<file path="config.mk">
export PLATFORM = sky130hd
export DESIGN_NAME = mult_div_unit_flat
export DESIGN_NICKNAME = d
export VERILOG_FILES = /design/src/rtl/mult_div_unit_if.sv /design/src/rtl/mult_div_unit.sv /design/src/flat_wrapper.sv
export SDC_FILE = /design/constraint.sdc
export NUM_CORES = 1
export LEC_CHECK = 0
export BUFFER_PORTS_ARGS = -buffer_cell sky130_fd_sc_hd__buf_4
export CORE_UTILIZATION = 45
export CTS_CLUSTER_DIAMETER = 200
export DETAILED_ROUTE_END_ITERATION = 8
export GPL_TIMING_DRIVEN = 0
export PLACE_DENSITY_LB_ADDON = 0.1
export SYNTH_ARGS = -nofsm -noshare
export SYNTH_HDL_FRONTEND = slang
export SYNTH_SLANG_ARGS = --single-unit
</file>
<file path="constraint.sdc">
create_clock -name clk -period 19.15 [get_ports clk]
set_clock_uncertainty 0.15 [all_clocks]
set_input_delay 0 -clock clk [delete_from_list [all_inputs] [get_ports clk]]
set_output_delay 0 -clock clk [all_outputs]
set_load 0.02 [all_outputs]
</file>
<file path="src/rtl/mult_div_unit_if.sv">
// mult_div_unit_if: core-side issue, HI/LO write and result bundle for mult_div_unit
interface mult_div_unit_if #(
    parameter int WIDTH = 32
);
    logic             start;
    logic [1:0]       op;
    logic [WIDTH-1:0] operand_a;
    logic [WIDTH-1:0] operand_b;
    logic             hi_we;
    logic             lo_we;
    logic [WIDTH-1:0] wr_data;
    logic             busy;
    logic             done;
    logic             div_by_zero;
    logic [WIDTH-1:0] hi;
    logic [WIDTH-1:0] lo;
    modport master (
        output start, op, operand_a, operand_b, hi_we, lo_we, wr_data,
        input  busy, done, div_by_zero, hi, lo
    );
    modport slave (
        input  start, op, operand_a, operand_b, hi_we, lo_we, wr_data,
        output busy, done, div_by_zero, hi, lo
    );
endinterface

</file>
<file path="src/rtl/mult_div_unit.sv">
// mult_div_unit: iterative MULT/MULTU/DIV/DIVU unit with HI/LO registers; define MDU_EARLY_OUT_EN for multiply early-out
module mult_div_unit #(
    parameter int WIDTH = 32
) (
    input  logic           clk,
    input  logic           reset,
    mult_div_unit_if.slave bus
);
    localparam int CW = $clog2(WIDTH) + 1;
    localparam int RW = WIDTH + 1;
    localparam logic [1:0] IDLE = 2'd0;
    localparam logic [1:0] CALC = 2'd1;
    localparam logic [1:0] FIX  = 2'd2;

    logic [1:0]         state;
    logic [CW-1:0]      cnt;
    logic               is_div, neg_q, neg_r, dbz;
    logic [WIDTH-1:0]   a_raw, a_mag, b_mag, quo;
    logic [WIDTH:0]     rem;
    logic [2*WIDTH-1:0] acc;
    logic [WIDTH-1:0]   hi_q, lo_q;
    logic               done_q, dbz_q;

    logic               accept, is_signed, sub_ok, last, mul_zero, early_zero;
    logic [WIDTH-1:0]   in_a_mag, in_b_mag, res_hi, res_lo;
    logic [WIDTH:0]     add_sum;
    logic [2*WIDTH-1:0] acc_nxt, acc_step, prod;
    logic [CW-1:0]      cnt_nxt;

    assign accept    = (state == IDLE) && bus.start;
    assign is_signed = ~bus.op[0];
    assign in_a_mag  = (is_signed && bus.operand_a[WIDTH-1]) ? -bus.operand_a : bus.operand_a;
    assign in_b_mag  = (is_signed && bus.operand_b[WIDTH-1]) ? -bus.operand_b : bus.operand_b;
    assign cnt_nxt   = cnt + CW'(1);
    assign last      = cnt_nxt == CW'(WIDTH);
    assign add_sum   = {1'b0, acc[2*WIDTH-1:WIDTH]} + {1'b0, a_mag};
    assign acc_nxt   = acc[0] ? {add_sum, acc[WIDTH-1:1]} : {1'b0, acc[2*WIDTH-1:1]};
    assign sub_ok    = {rem, quo[WIDTH-1]} >= {2'b0, b_mag};
    assign prod      = neg_q ? -acc : acc;
    assign res_hi    = !is_div ? prod[2*WIDTH-1:WIDTH] : dbz ? a_raw : neg_r ? -rem[WIDTH-1:0] : rem[WIDTH-1:0];
    assign res_lo    = !is_div ? prod[WIDTH-1:0] : dbz ? '1 : neg_q ? -quo : quo;

`ifdef MDU_EARLY_OUT_EN
    logic [WIDTH-1:0] mplier_left;
    assign mplier_left = acc_nxt[WIDTH-1:0] << cnt_nxt;
    assign mul_zero    = !is_div && (mplier_left == '0);
    assign early_zero  = !bus.op[1] && (bus.operand_b == '0);
    assign acc_step    = mul_zero ? acc_nxt >> (CW'(WIDTH) - cnt_nxt) : acc_nxt;
`else
    assign mul_zero   = 1'b0;
    assign early_zero = 1'b0;
    assign acc_step   = acc_nxt;
`endif

    // sequencing: IDLE -> CALC (WIDTH steps, fewer on multiply early-out) -> FIX -> IDLE
    always_ff @(posedge clk or posedge reset) begin
        if (reset) begin
            state <= IDLE;
            cnt   <= '0;
        end else if (accept) begin
            state <= early_zero ? FIX : CALC;
            cnt   <= '0;
        end else if (state == CALC) begin
            state <= (last || mul_zero) ? FIX : CALC;
            cnt   <= cnt_nxt;
        end else begin
            state <= IDLE;
        end
    end

    // operand capture at issue, then one shift-add or restoring-divide step per CALC cycle
    always_ff @(posedge clk or posedge reset) begin
        if (reset) begin
            is_div <= 1'b0;
            neg_q  <= 1'b0;
            neg_r  <= 1'b0;
            dbz    <= 1'b0;
            a_raw  <= '0;
            a_mag  <= '0;
            b_mag  <= '0;
            acc    <= '0;
            rem    <= '0;
            quo    <= '0;
        end else if (accept) begin
            is_div <= bus.op[1];
            neg_q  <= is_signed && (bus.operand_a[WIDTH-1] ^ bus.operand_b[WIDTH-1]);
            neg_r  <= is_signed && bus.operand_a[WIDTH-1];
            dbz    <= bus.op[1] && (bus.operand_b == '0);
            a_raw  <= bus.operand_a;
            a_mag  <= in_a_mag;
            b_mag  <= in_b_mag;
            acc    <= {{WIDTH{1'b0}}, in_b_mag};
            rem    <= '0;
            quo    <= in_a_mag;
        end else if (state == CALC) begin
            if (is_div) begin
                rem <= sub_ok ? RW'({rem, quo[WIDTH-1]} - {2'b0, b_mag}) : RW'({rem, quo[WIDTH-1]});
                quo <= {quo[WIDTH-2:0], sub_ok};
            end else begin
                acc <= acc_step;
            end
        end
    end

    // HI/LO write-back on FIX exit; MTHI/MTLO only when idle and not issuing
    always_ff @(posedge clk or posedge reset) begin
        if (reset) begin
            hi_q   <= '0;
            lo_q   <= '0;
            done_q <= 1'b0;
            dbz_q  <= 1'b0;
        end else begin
            done_q <= state == FIX;
            if (state == FIX) begin
                hi_q  <= res_hi;
                lo_q  <= res_lo;
                dbz_q <= dbz;
            end else if (accept) begin
                dbz_q <= 1'b0;
            end else if (state == IDLE) begin
                if (bus.hi_we) hi_q <= bus.wr_data;
                if (bus.lo_we) lo_q <= bus.wr_data;
            end
        end
    end

    assign bus.busy        = state != IDLE;
    assign bus.done        = done_q;
    assign bus.div_by_zero = dbz_q;
    assign bus.hi          = hi_q;
    assign bus.lo          = lo_q;
endmodule

</file>
<file path="src/flat_wrapper.sv">
// flat-port wrapper written by rule: the top's interface ports become plain ports
module mult_div_unit_flat 
#(
    parameter int WIDTH = 32
)
  (clk, reset, bus_start, bus_op, bus_operand_a, bus_operand_b, bus_hi_we, bus_lo_we, bus_wr_data, bus_busy, bus_done, bus_div_by_zero, bus_hi, bus_lo);
  mult_div_unit_if #(.WIDTH(WIDTH)) bus_i ();
  input  logic clk;
  input  logic reset;
  input wire logic [$bits(bus_i.start)-1:0] bus_start;
  input wire logic [$bits(bus_i.op)-1:0] bus_op;
  input wire logic [$bits(bus_i.operand_a)-1:0] bus_operand_a;
  input wire logic [$bits(bus_i.operand_b)-1:0] bus_operand_b;
  input wire logic [$bits(bus_i.hi_we)-1:0] bus_hi_we;
  input wire logic [$bits(bus_i.lo_we)-1:0] bus_lo_we;
  input wire logic [$bits(bus_i.wr_data)-1:0] bus_wr_data;
  output wire logic [$bits(bus_i.busy)-1:0] bus_busy;
  output wire logic [$bits(bus_i.done)-1:0] bus_done;
  output wire logic [$bits(bus_i.div_by_zero)-1:0] bus_div_by_zero;
  output wire logic [$bits(bus_i.hi)-1:0] bus_hi;
  output wire logic [$bits(bus_i.lo)-1:0] bus_lo;
  assign bus_i.start = bus_start;
  assign bus_i.op = bus_op;
  assign bus_i.operand_a = bus_operand_a;
  assign bus_i.operand_b = bus_operand_b;
  assign bus_i.hi_we = bus_hi_we;
  assign bus_i.lo_we = bus_lo_we;
  assign bus_i.wr_data = bus_wr_data;
  assign bus_busy = bus_i.busy;
  assign bus_done = bus_i.done;
  assign bus_div_by_zero = bus_i.div_by_zero;
  assign bus_hi = bus_i.hi;
  assign bus_lo = bus_i.lo;
  mult_div_unit #(.WIDTH(WIDTH)) u_core (.clk(clk), .reset(reset), .bus(bus_i));
endmodule
</file>
==> impl_metrics.json, run 1 <==
{
  "layout-drive-gt1-share": 0.0940,
  "cts_setup_buffers": 0,
  "wl_met3_um": 7910,
  "cts_max_path_buffers": 3,
  "gp_congestion": 0.995,
  "crit_arrival_ps": 5820,
  "fin_nets": 2840,
  "syn_to_final_growth_pct": 21.5,
  "drt_iter0_markers": 2633,
  "leakagePower_uw": 0.0109,
  "synth_edf_count": 0,
  "cts_tree": "done",
  "irDropWorstVdd_mv": 0.0805,
  "wl_met1_um": 38800,
  "finalCritPeriodShare": 0.290,
  "min_path_type": "input port to register",
  "cts-resized-gates": 0,
  "required_ps": 19430,
  "track_usage": 0.376,
  "async_reset_ff_frac": 1.00,
  "rsz0062_at_grt": "no",
  "remaining_drc_errors": 0,
  "finalSetupTns_ps": 0,
  "dieArea_mm2": 0.0457,
  "ys_ff_latch": 302,
  "finalHoldViolCount": 0,
  "syn_area_mm2": 0.0202,
  "port_buffers": 169,
  "endpoint_kind": "register",
  "highest_layer": "met4",
  "clk_pin_slew_ps": 60,
  "core_area_mm2": 0.0442,
  "die_h_um": 214,
  "synth_most_common_cell": "nand2_1",
  "antenna-diode-count": 0,
  "rows": 77,
  "viasPerCell": 6.27,
  "synth_fp_nets": 2519,
  "synth_commonest_cells": "308 x nand2_1, 302 x dfrtp_1, 228 x o21ai_0",
  "grt_pass1_vias": 18996,
  "place_area_mm2": 0.0223,
  "dpl.cell_count": 3106,
  "ys_seq_area_frac": 0.374,
  "cts_num_sinks": 302,
  "synth_top_area_frac": 0.374,
  "hold_ws_ps": 72.1,
  "dr_wl_met2_um": 36000,
  "grt_max_degree": 123,
  "hpwl_um": 67200,
  "cp_max_fo": 10,
  "clkLatencyLatePin_ps": 570,
  "vias": 20538,
  "fin_crit_ps": 5550,
  "root_buffer": "clkbuf_16",
  "synth-main-ff-cell": "dfrtp_1",
  "io-pin-count": 170,
  "synth_cell_type_count": 74,
  "yosysWarnings": 0,
  "antenna_found_initial": 1,
  "slew_headroom": 0.0300,
  "fmax_mhz": 180,
  "max-cap-violations": 0,
  "fin_area_mm2": 0.0245,
  "drt-total-wl_um": 86600,
  "syn_inst": 2343,
  "yosys.area.top_type": "dfrtp_1",
  "tightest_slew_ps": 1450,
  "die_x_um": 214,
  "post_drt_wl_per_cell_um": 26.4,
  "powerDensity_mw_per_mm2": 198,
  "grt_overflow": 0,
  "dr.pass1.iters": 6,
  "ant_nets": 0,
  "grt_pass1_wl_um": 124000,
  "path_class": "register to register",
  "fin_cells": 3273,
  "outcome": "finished clean",
  "cts_made_buffers": 37,
  "avgSynthCellArea_um2": 8.62,
  "report.final.slew_viol_count": 0,
  "cts.htree.levels": 2,
  "critPathLaunchType": "register",
  "start_util": 0.456,
  "synthTopCellsByArea": "dfrtp_1 37%, nand2_1 5.7%, o21ai_0 5.7%, xnor2_1 5.3%, xor2_1 4.5%",
  "setup_viol": 0,
  "fillCellCount": 4099
}
[sequential cells by signal (all words and copies together) (netlist names), 6 cells and up]
register and cells:
u_core.acc 64, u_core.a_mag 32, u_core.bus.hi 32, u_core.cnt 6
u_core.bus.lo 32, u_core.b_mag 32, u_core.a_raw 31, u_core.rem 33
u_core.quo 32
[repair_timing]
| action | 4_1_cts | 5_1_grt |
|---|---|---|
| endpoints found under the hold margin | 514 | 0 |
| setup endpoints to repair | 0 | 0 |
| hold buffers | 111 | 0 |
[routing by layer]
metal,vias up,track usage
li1,9182,-
met1,10056,0.541
met2,1124,0.545
met3,176,0.0747
met4,0,0.166
met5,-,0
[kinds of logic (layout without fill, tap and decap cells)]
logic type | after synthesis | after routing | synth area share
AOI/OAI and AO/OA | 782 | 782 | 0.257
and+or+nand+nor | 715 | 715 | 0.164
DFF | 302 | 302 | 0.374
xor gates and xnor gates | 225 | 225 | 0.0976
buffers and inverters | 202 | 540 | 0.0392
adders and majority gates | 73 | 73 | 0.0460
muxes | 44 | 44 | 0.0218
[worst max-delay path, cell delays in order, from the launching register on]
cell	delay (ps)
dfrtp_1	410
clkbuf_1	410
clkinv_1	410
clkbuf_1	620
ha_1	280
nand2b_1	140
or4_1	580
nor4_1	1020
nand3_1	400
o31ai_1	380
xor2_1	180
a221oi_1	410
[cell type report]
cell class	count	area (um^2)	area share
Timing Repair Buffer	282	2430	0.0993
Clock buffer	50	1050	0.0430
Sequential cell	302	7560	0.308
Buffer	138	552	0.0225
Clock inverter	6	105	0.00428
Inverter	64	248	0.0101
Tap cell	592	741	0.0302
Multi-Input combinational cell	1839	11800	0.483
[layout by cell type (no fill, tap or decap), drive strengths merged, types with 7 or more instances in the layout]
master       instances
o221ai              11
nor3                26
a221o               61
buf                181
ha                  71
o21ai              230
mux2i               44
nand2b              26
o21bai               8
dlygate4sd3        111
o22ai               29
clkbuf             177
and3                15
nor4                24
a32oi               15
nand3               37
or3                 41
a31oi               14
dfrtp              302
xor2               104
o31ai               44
nor2b               15
a21o                86
inv                 62
or4                 22
or2                 11
a311oi               8
o21a                 7
nor2               155
a21oi              155
nand4               10
a22oi               15
and2                11
xnor2              121
a221oi              16
o211ai              14
o41ai               30
nand2              308
a211oi              11
[through the flow]
stage | total power, uW | worst slack, ps | utilization
5_1_grt | 5140 | 13530 | 0.555
2_1_floorplan | 3110 | 10650 | -
4_1_cts | 4790 | 13850 | 0.555
3_5_place_dp | 4050 | 13920 | 0.503
6_report | 4850 | 13600 | 0.555
3_3_place_gp | 4000 | 6890 | 0.502
[worst paths after layout]
path                            cells past startpoint                    startpoint  slack, ps                             to
worst max-delay path                               11     u_core.acc[0]$_DFFE_PP0P_      13600  u_core.bus.hi[22]$_DFFE_PP0P_
worst min-delay path                                4             bus_operand_a[27]         70   u_core.a_raw[27]$_DFFE_PP0P_
worst max register to register                     11     u_core.acc[0]$_DFFE_PP0P_      13600  u_core.bus.hi[22]$_DFFE_PP0P_
worst min register to register                      2  u_core.a_raw[11]$_DFFE_PP0P_        320   u_core.a_raw[11]$_DFFE_PP0P_
max in group asynchronous                           5                         reset      17290   u_core.a_mag[29]$_DFFE_PP0P_
min in group asynchronous                           4                         reset        500      u_core.cnt[0]$_DFFE_PP0P_
[where the power goes]
| group | switching, uW | internal [uW] |
|---|---|---|
| clock | 290 | 421 |
| combinational | 1710 | 1120 |
| sequential | 373 | 944 |
Note: power is estimated with default switching activity, not from simulation.
==> inputs of run 2 (changes only) <==
--- a/config.mk
+++ b/config.mk
@@ -5,6 +5,7 @@
 export SDC_FILE = /design/constraint.sdc
 export NUM_CORES = 1
 export LEC_CHECK = 0
+export ABC_AREA = 1
 export BUFFER_PORTS_ARGS = -buffer_cell sky130_fd_sc_hd__buf_4
 export CORE_UTILIZATION = 45
 export CTS_CLUSTER_DIAMETER = 200
==> constraint.sdc (replaced) <==
create_clock -name clk -period 5.02 [get_ports clk]
set_clock_uncertainty 0.15 [all_clocks]
set_input_delay 0 -clock clk [delete_from_list [all_inputs] [get_ports clk]]
set_output_delay 0 -clock clk [all_outputs]
set_load 0.02 [all_outputs]
==> run 2 against run 1 <==
Net effect:
- global-route usage grew 3.2 points
- design area grew 15%
- fmax grew 40%
- die area grew 16%
- critical path depth grew 2
- synthesized cell count grew 57%
- sequential power grew to 3.7 times the previous value
- clock power grew to 4.2 times the previous value
- sequential share of layout area shrank 4.1 points
- worst hold slack gained 42 ps
- register-to-register slack lost 13000 ps
- critical endpoint is now u_core.bus.hi[14]$_DFFE_PP0P_
==> impl_metrics.json, run 2 <==
{
  "outcome": "finished clean",
  "fin_cells": 4725,
  "ys_ff_latch": 302,
  "largest-register": "u_core.acc",
  "clk_pin_slew_ps": 60,
  "ys_seq_area_frac": 0.323,
  "avgSynthCellArea_um2": 6.37,
  "cp_max_fo": 10,
  "syn_inst": 3668,
  "synthTopCellsByArea": "dfrtp_1 32%, nand2_1 17%, nor2_1 7.7%, nand3_1 7.2%, inv_1 6.3%",
  "drt_iter0_markers": 2835,
  "rsz0062_at_grt": "no",
  "synth-main-ff-cell": "dfrtp_1",
  "vias": 27010,
  "path_class": "register to register",
  "largest_reg_flops": 64,
  "critPathLaunchType": "register",
  "viasPerCell": 5.72,
  "powerDensity_mw_per_mm2": 782,
  "core_area_mm2": 0.0513,
  "syn_area_mm2": 0.0234,
  "root_buffer": "clkbuf_16",
  "finalCritPeriodShare": 0.792,
  "synth_cell_type_count": 49,
  "grt_pass1_wl_um": 161000,
  "cts_num_sinks": 302,
  "fin_crit_ps": 3970,
  "dieArea_mm2": 0.0529,
  "finalHoldViolCount": 0,
  "irDropWorstVdd_mv": 0.469,
  "layout-drive-gt1-share": 0.0972,
  "post_drt_wl_per_cell_um": 23.0,
  "crit_arrival_ps": 4310,
  "io-pin-count": 170,
  "syn_to_final_growth_pct": 21.2,
  "remaining_drc_errors": 0,
  "yosys.area.top_type": "dfrtp_1",
  "cts.htree.levels": 2,
  "leakagePower_uw": 0.0138,
  "dr.pass1.iters": 5,
  "synth_fp_nets": 3844,
  "port_buffers": 169,
  "hpwl_um": 88200,
  "die_h_um": 230,
  "slew_headroom": 0.351,
  "min_path_type": "input port to register",
  "tightest_slew_ps": 965,
  "ant_nets": 0,
  "clkLatencyLatePin_ps": 570,
  "antenna_found_initial": 1,
  "mostFrequentLayoutCells": "1,034 x nand2_1, 477 x nor2_1, 391 x inv_1",
  "cts_max_path_buffers": 3,
  "max-cap-violations": 0,
  "cts_made_buffers": 38,
  "grt_max_degree": 45,
  "synth_most_common_cell": "nand2_1",
  "drt-total-wl_um": 109000,
  "fmax_mhz": 252,
  "required_ps": 5360,
  "start_util": 0.456,
  "dpl.cell_count": 4525,
  "fin_nets": 4193,
  "synth_commonest_cells": "1,034 x nand2_1, 477 x nor2_1, 392 x inv_1",
  "yosysWarnings": 0,
  "die_x_um": 230,
  "cts_tree": "done",
  "report.final.slew_viol_count": 0,
  "rows": 83,
  "mostFrequentLayoutCell": "nand2_1",
  "synth_top_area_frac": 0.323,
  "grt_overflow": 0,
  "final_core_util": 0.552,
  "endpoint_kind": "register",
  "synth_edf_count": 0,
  "async_reset_ff_frac": 1.00,
  "track_usage": 0.408,
  "grt_pass1_vias": 25533,
  "gp_congestion": 1.05,
  "largestRegisters": "u_core.acc: 64 flops, u_core.rem: 33 flops",
  "setup_viol": 0
}
## run 2: cell type report
class                           count  area [um^2]
Timing Repair Buffer              309         2750
Clock inverter                     20          256
Clock buffer                       47         1090
Buffer                            128          577
Tap cell                          680          851
Multi-Input combinational cell   2832        13700
Fill cell                        5319        23000
Inverter                          406         1530
Sequential cell                   302         7560
Antenna cell                        1         2.50
## run 2: timing repair
item                      CTS  global route
hold buffers              132             0
hold endpoints to repair  411             0
resized for setup           0             0
buffers inserted            0             0
## run 2: power breakdown
group / switching (uW) / total [uW] / leakage [uW] / internal [uW]
registers: 1280 / 4930 / 0.00365 / 3650
clock network: 1160 / 2960 / 0.000650 / 1800
logic: 9870 / 14300 / 0.00945 / 4400
## run 2: through the flow
stage	hold WS [ps]	cell area [um^2]	total power, uW	TNS, ps	worst slack, ps
floorplan	-29.0	23400	13600	0	855
global placement	150	25500	18600	-324970	-1110
detailed placement	-70.4	25700	18700	0	1350
CTS	93.1	28300	21800	0	1330
global route	142	28300	23700	0	1010
finish	115	28300	22200	0	1050
## run 2: final timing paths
check / start / to / slack (ps) / cells past startpoint
setup / recovery: u_core.acc[0]$_DFFE_PP0P_ / u_core.bus.hi[14]$_DFFE_PP0P_ / 1050 / 13
hold / removal: bus_op[1] / u_core.is_div$_DFFE_PP0P_ / 110 / 4
setup reg to reg: u_core.acc[0]$_DFFE_PP0P_ / u_core.bus.hi[14]$_DFFE_PP0P_ / 1050 / 13
hold reg to reg: u_core.b_mag[30]$_DFFE_PP0P_ / u_core.b_mag[30]$_DFFE_PP0P_ / 330 / 2
max in group asynchronous: reset / u_core.acc[20]$_DFFE_PP0P_ / 3070 / 7
min in group asynchronous: reset / u_core.quo[19]$_DFFE_PP0P_ / 510 / 4
## run 2: kinds of logic after synthesis
family	Yosys count	share of synthesized area
AND/OR/NAND/NOR	1989	0.355
flip-flops	302	0.323
XOR/XNOR	40	0.0150
adder cells (fa/ha/maj)	73	0.0397
AO/OA/AOI/OAI	730	0.177
buffers and inverters	534	0.0899
## run 2: critical path, stage by stage, from the launching register on
cell      delay [ps]
dfrtp_1          480
inv_2            160
clkbuf_1         720
ha_1             350
inv_1             70
nor2_1           140
nand2_1          160
nor2_1           330
nand2_1           90
nand2_1          260
nor2_1            70
o21ai_0          630
nand2_1          120
a21oi_1          150
## run 2: metal layers
| layer | vias to the layer above | GRT usage | share of wire |
|---|---|---|---|
| met5 | - | 0 | 0 |
| met4 | 0 | 0.218 | 0.061 |
| met3 | 287 | 0.0640 | 0.079 |
| met2 | 1290 | 0.666 | 0.46 |
| met1 | 12669 | 0.518 | 0.40 |
| li1 | 12764 | - | - |
==> inputs of run 3 (changes only) <==
==> constraint.sdc (replaced) <==
create_clock -name clk -period 3.4 [get_ports clk]
set_clock_uncertainty 0.15 [all_clocks]
set_input_delay 0 -clock clk [delete_from_list [all_inputs] [get_ports clk]]
set_output_delay 0 -clock clk [all_outputs]
set_load 0.02 [all_outputs]
==> run 3 against run 2 <==
Net effect:
- power up 47%
- sequential share of layout area about the same
- clock power up 48%
- via count down 0.36%
- setup slack worse by 920 ps
- flip-flop and latch count unchanged
- global-route usage about the same
- design area about the same
- final cell count about the same
- largest power group unchanged
- worst hold slack worse by 4.1 ps
==> impl_metrics.json, run 3 (synthesized netlist as in run 2, its figures left out) <==
{
  "outcome": "finished clean",
  "hpwl_um": 88200,
  "track_usage": 0.408,
  "gp_congestion": 1.05,
  "remaining_drc_errors": 0,
  "cp_cell_sequence": "inv_1 > nand3_1 > nor2_1 > nand3_1 > nand2_1 > o21ai_0 > o21ai_0 > nand2_1 > nand2_1 > a21oi_1",
  "fin_crit_ps": 3270,
  "fmax_mhz": 306,
  "critPathLaunchType": "register",
  "grt_pass1_wl_um": 161000,
  "p_seq_frac": 0.223,
  "fin_nets": 4192,
  "cts_tree": "done",
  "cts_max_path_buffers": 3,
  "rsz0062_at_grt": "no",
  "rows": 83,
  "pre_cts_ws_ps": -269,
  "fillCellCount": 5323,
  "layout-drive-gt1-share": 0.0972,
  "path_class": "register to register",
  "cts_made_buffers": 38,
  "switching_share": 0.555,
  "fin_area_mm2": 0.0283,
  "ant_nets": 0,
  "required_ps": 3700,
  "start_util": 0.456,
  "power_frac_comb": 0.643,
  "grt_overflow": 0,
  "irDropWorstVdd_mv": 0.686,
  "p_sw_uw": 18100,
  "cts.htree.levels": 2,
  "worst_slack_ps": 128,
  "io-pin-count": 170,
  "largest-register": "u_core.acc",
  "cp_slowest_cell": "o21ai_0",
  "endpoint_kind": "register",
  "cts_setup_buffers": 0,
  "viasPerCell": 5.70,
  "die_x_um": 230,
  "root_buffer": "clkbuf_16",
  "power_uw": 32700,
  "crit_top_cell": "nand2_1",
  "drt_iter0_markers": 2801,
  "vias": 26912,
  "clock_power_share": 0.134,
  "antenna_found_initial": 3,
  "place_area_mm2": 0.0257,
  "p_int_uw": 14500,
  "tightest_slew_ps": 963,
  "cts_num_sinks": 302,
  "powerDensity_mw_per_mm2": 1150,
  "finalHoldViolCount": 0,
  "dr.pass1.iters": 6,
  "grt_pass1_vias": 25528,
  "syn_to_final_growth_pct": 21.2,
  "report.final.slew_viol_count": 0,
  "finalCritPeriodShare": 0.962,
  "grt_max_degree": 45,
  "drt-total-wl_um": 109000,
  "mostFrequentLayoutCells": "1,034 x nand2_1, 477 x nor2_1, 391 x inv_1",
  "die_h_um": 230,
  "crit_arrival_ps": 3570,
  "setup_viol": 0,
  "clkLatencyLatePin_ps": 570,
  "post_drt_wl_per_cell_um": 23.0,
  "cp_max_fo": 5,
  "slew_headroom": 0.358,
  "leakagePower_uw": 0.0137,
  "largestRegisters": "u_core.acc: 64 flops, u_core.rem: 33 flops",
  "largest_reg_flops": 64,
  "mostFrequentLayoutCell": "nand2_1",
  "dieArea_mm2": 0.0529,
  "worst_path_largest_cell_delay_ps": 770,
  "max-cap-violations": 0,
  "core_area_mm2": 0.0513,
  "port_buffers": 169,
  "clk_pin_slew_ps": 60,
  "min_path_type": "input port to register"
}
==> run 3: cell count changes in the layout (fill, tap and decap cells not counted), sizes merged <==
cell,previous run,this run
clkbuf,104,103
clkinv,13,14
inv,402,401
==> run 3: layout make-up <==
type                    instances  area (um^2)  share of cell area
plain buffers                 127          573              0.0202
clock buffers                  47         1090              0.0384
multi-input cells            2832        13700               0.484
clock inverters                20          256             0.00906
well taps                     680          851              0.0300
diodes                          1         2.50           0.0000884
flip-flops and latches        302         7560               0.267
repair buffers                309         2750              0.0971
inverters                     406         1530              0.0540
==> run 3: power by group through the flow <==
stage               combinational (uW)  sequential (uW)  clock (uW)
floorplan                        13100             7000           0
global placement                 20300             7220           0
detailed placement               20300             7220           0
CTS                              20600             7180        4400
global route                     23000             7450        4530
finish                           21000             7290        4370
==> run 3: path summary, 6_finish.rpt <==
check	slack, ps	end	cells past startpoint	start
setup reg to reg	130	u_core.bus.hi[19]$_DFFE_PP0P_	10	u_core.rem[0]$_DFFE_PP0P_
min in group asynchronous	500	u_core.quo[19]$_DFFE_PP0P_	4	reset
setup / recovery	130	u_core.bus.hi[19]$_DFFE_PP0P_	10	u_core.rem[0]$_DFFE_PP0P_
hold reg to reg	330	u_core.b_mag[30]$_DFFE_PP0P_	2	u_core.b_mag[30]$_DFFE_PP0P_
hold / removal	110	u_core.is_div$_DFFE_PP0P_	4	bus_op[1]
max in group asynchronous	1460	u_core.bus.lo[11]$_DFFE_PP0P_	7	reset
==> run 3: metrics by stage <==
step | utilization | cells | hold WS [ps] | TNS, ps
after floorplan | - | 3668 | -29.0 | -231040
after global placement | 0.497 | 4517 | 150 | -814750
after detailed placement | 0.500 | 4525 | -70.4 | -500
after CTS | 0.552 | 4723 | 93.1 | 0
after global routing | 0.552 | 4723 | 142 | 0
final | 0.552 | 4724 | 110 | 0
==> run 3: routing by layer <==
metal | GRT usage | share of wire
met1 | 0.517 | 0.40
met2 | 0.666 | 0.46
met3 | 0.0637 | 0.079
met4 | 0.222 | 0.060
met5 | 0 | 0.000092
==> run 3: critical path, delay by kind of cell (launching register included) <==
kind                   cells  cell delay, ps
AOI/OAI and AO/OA          3             950
buffers and inverters      1             250
DFF                        1             430
and+or+nand+nor            6            1370
==> run 3: timing repair <==
action | in CTS | in global routing
hold buffers | 132 | 0
endpoints found under the hold margin | 411 | 0
resized for setup | 0 | 1
setup endpoints to repair | 4 | 1
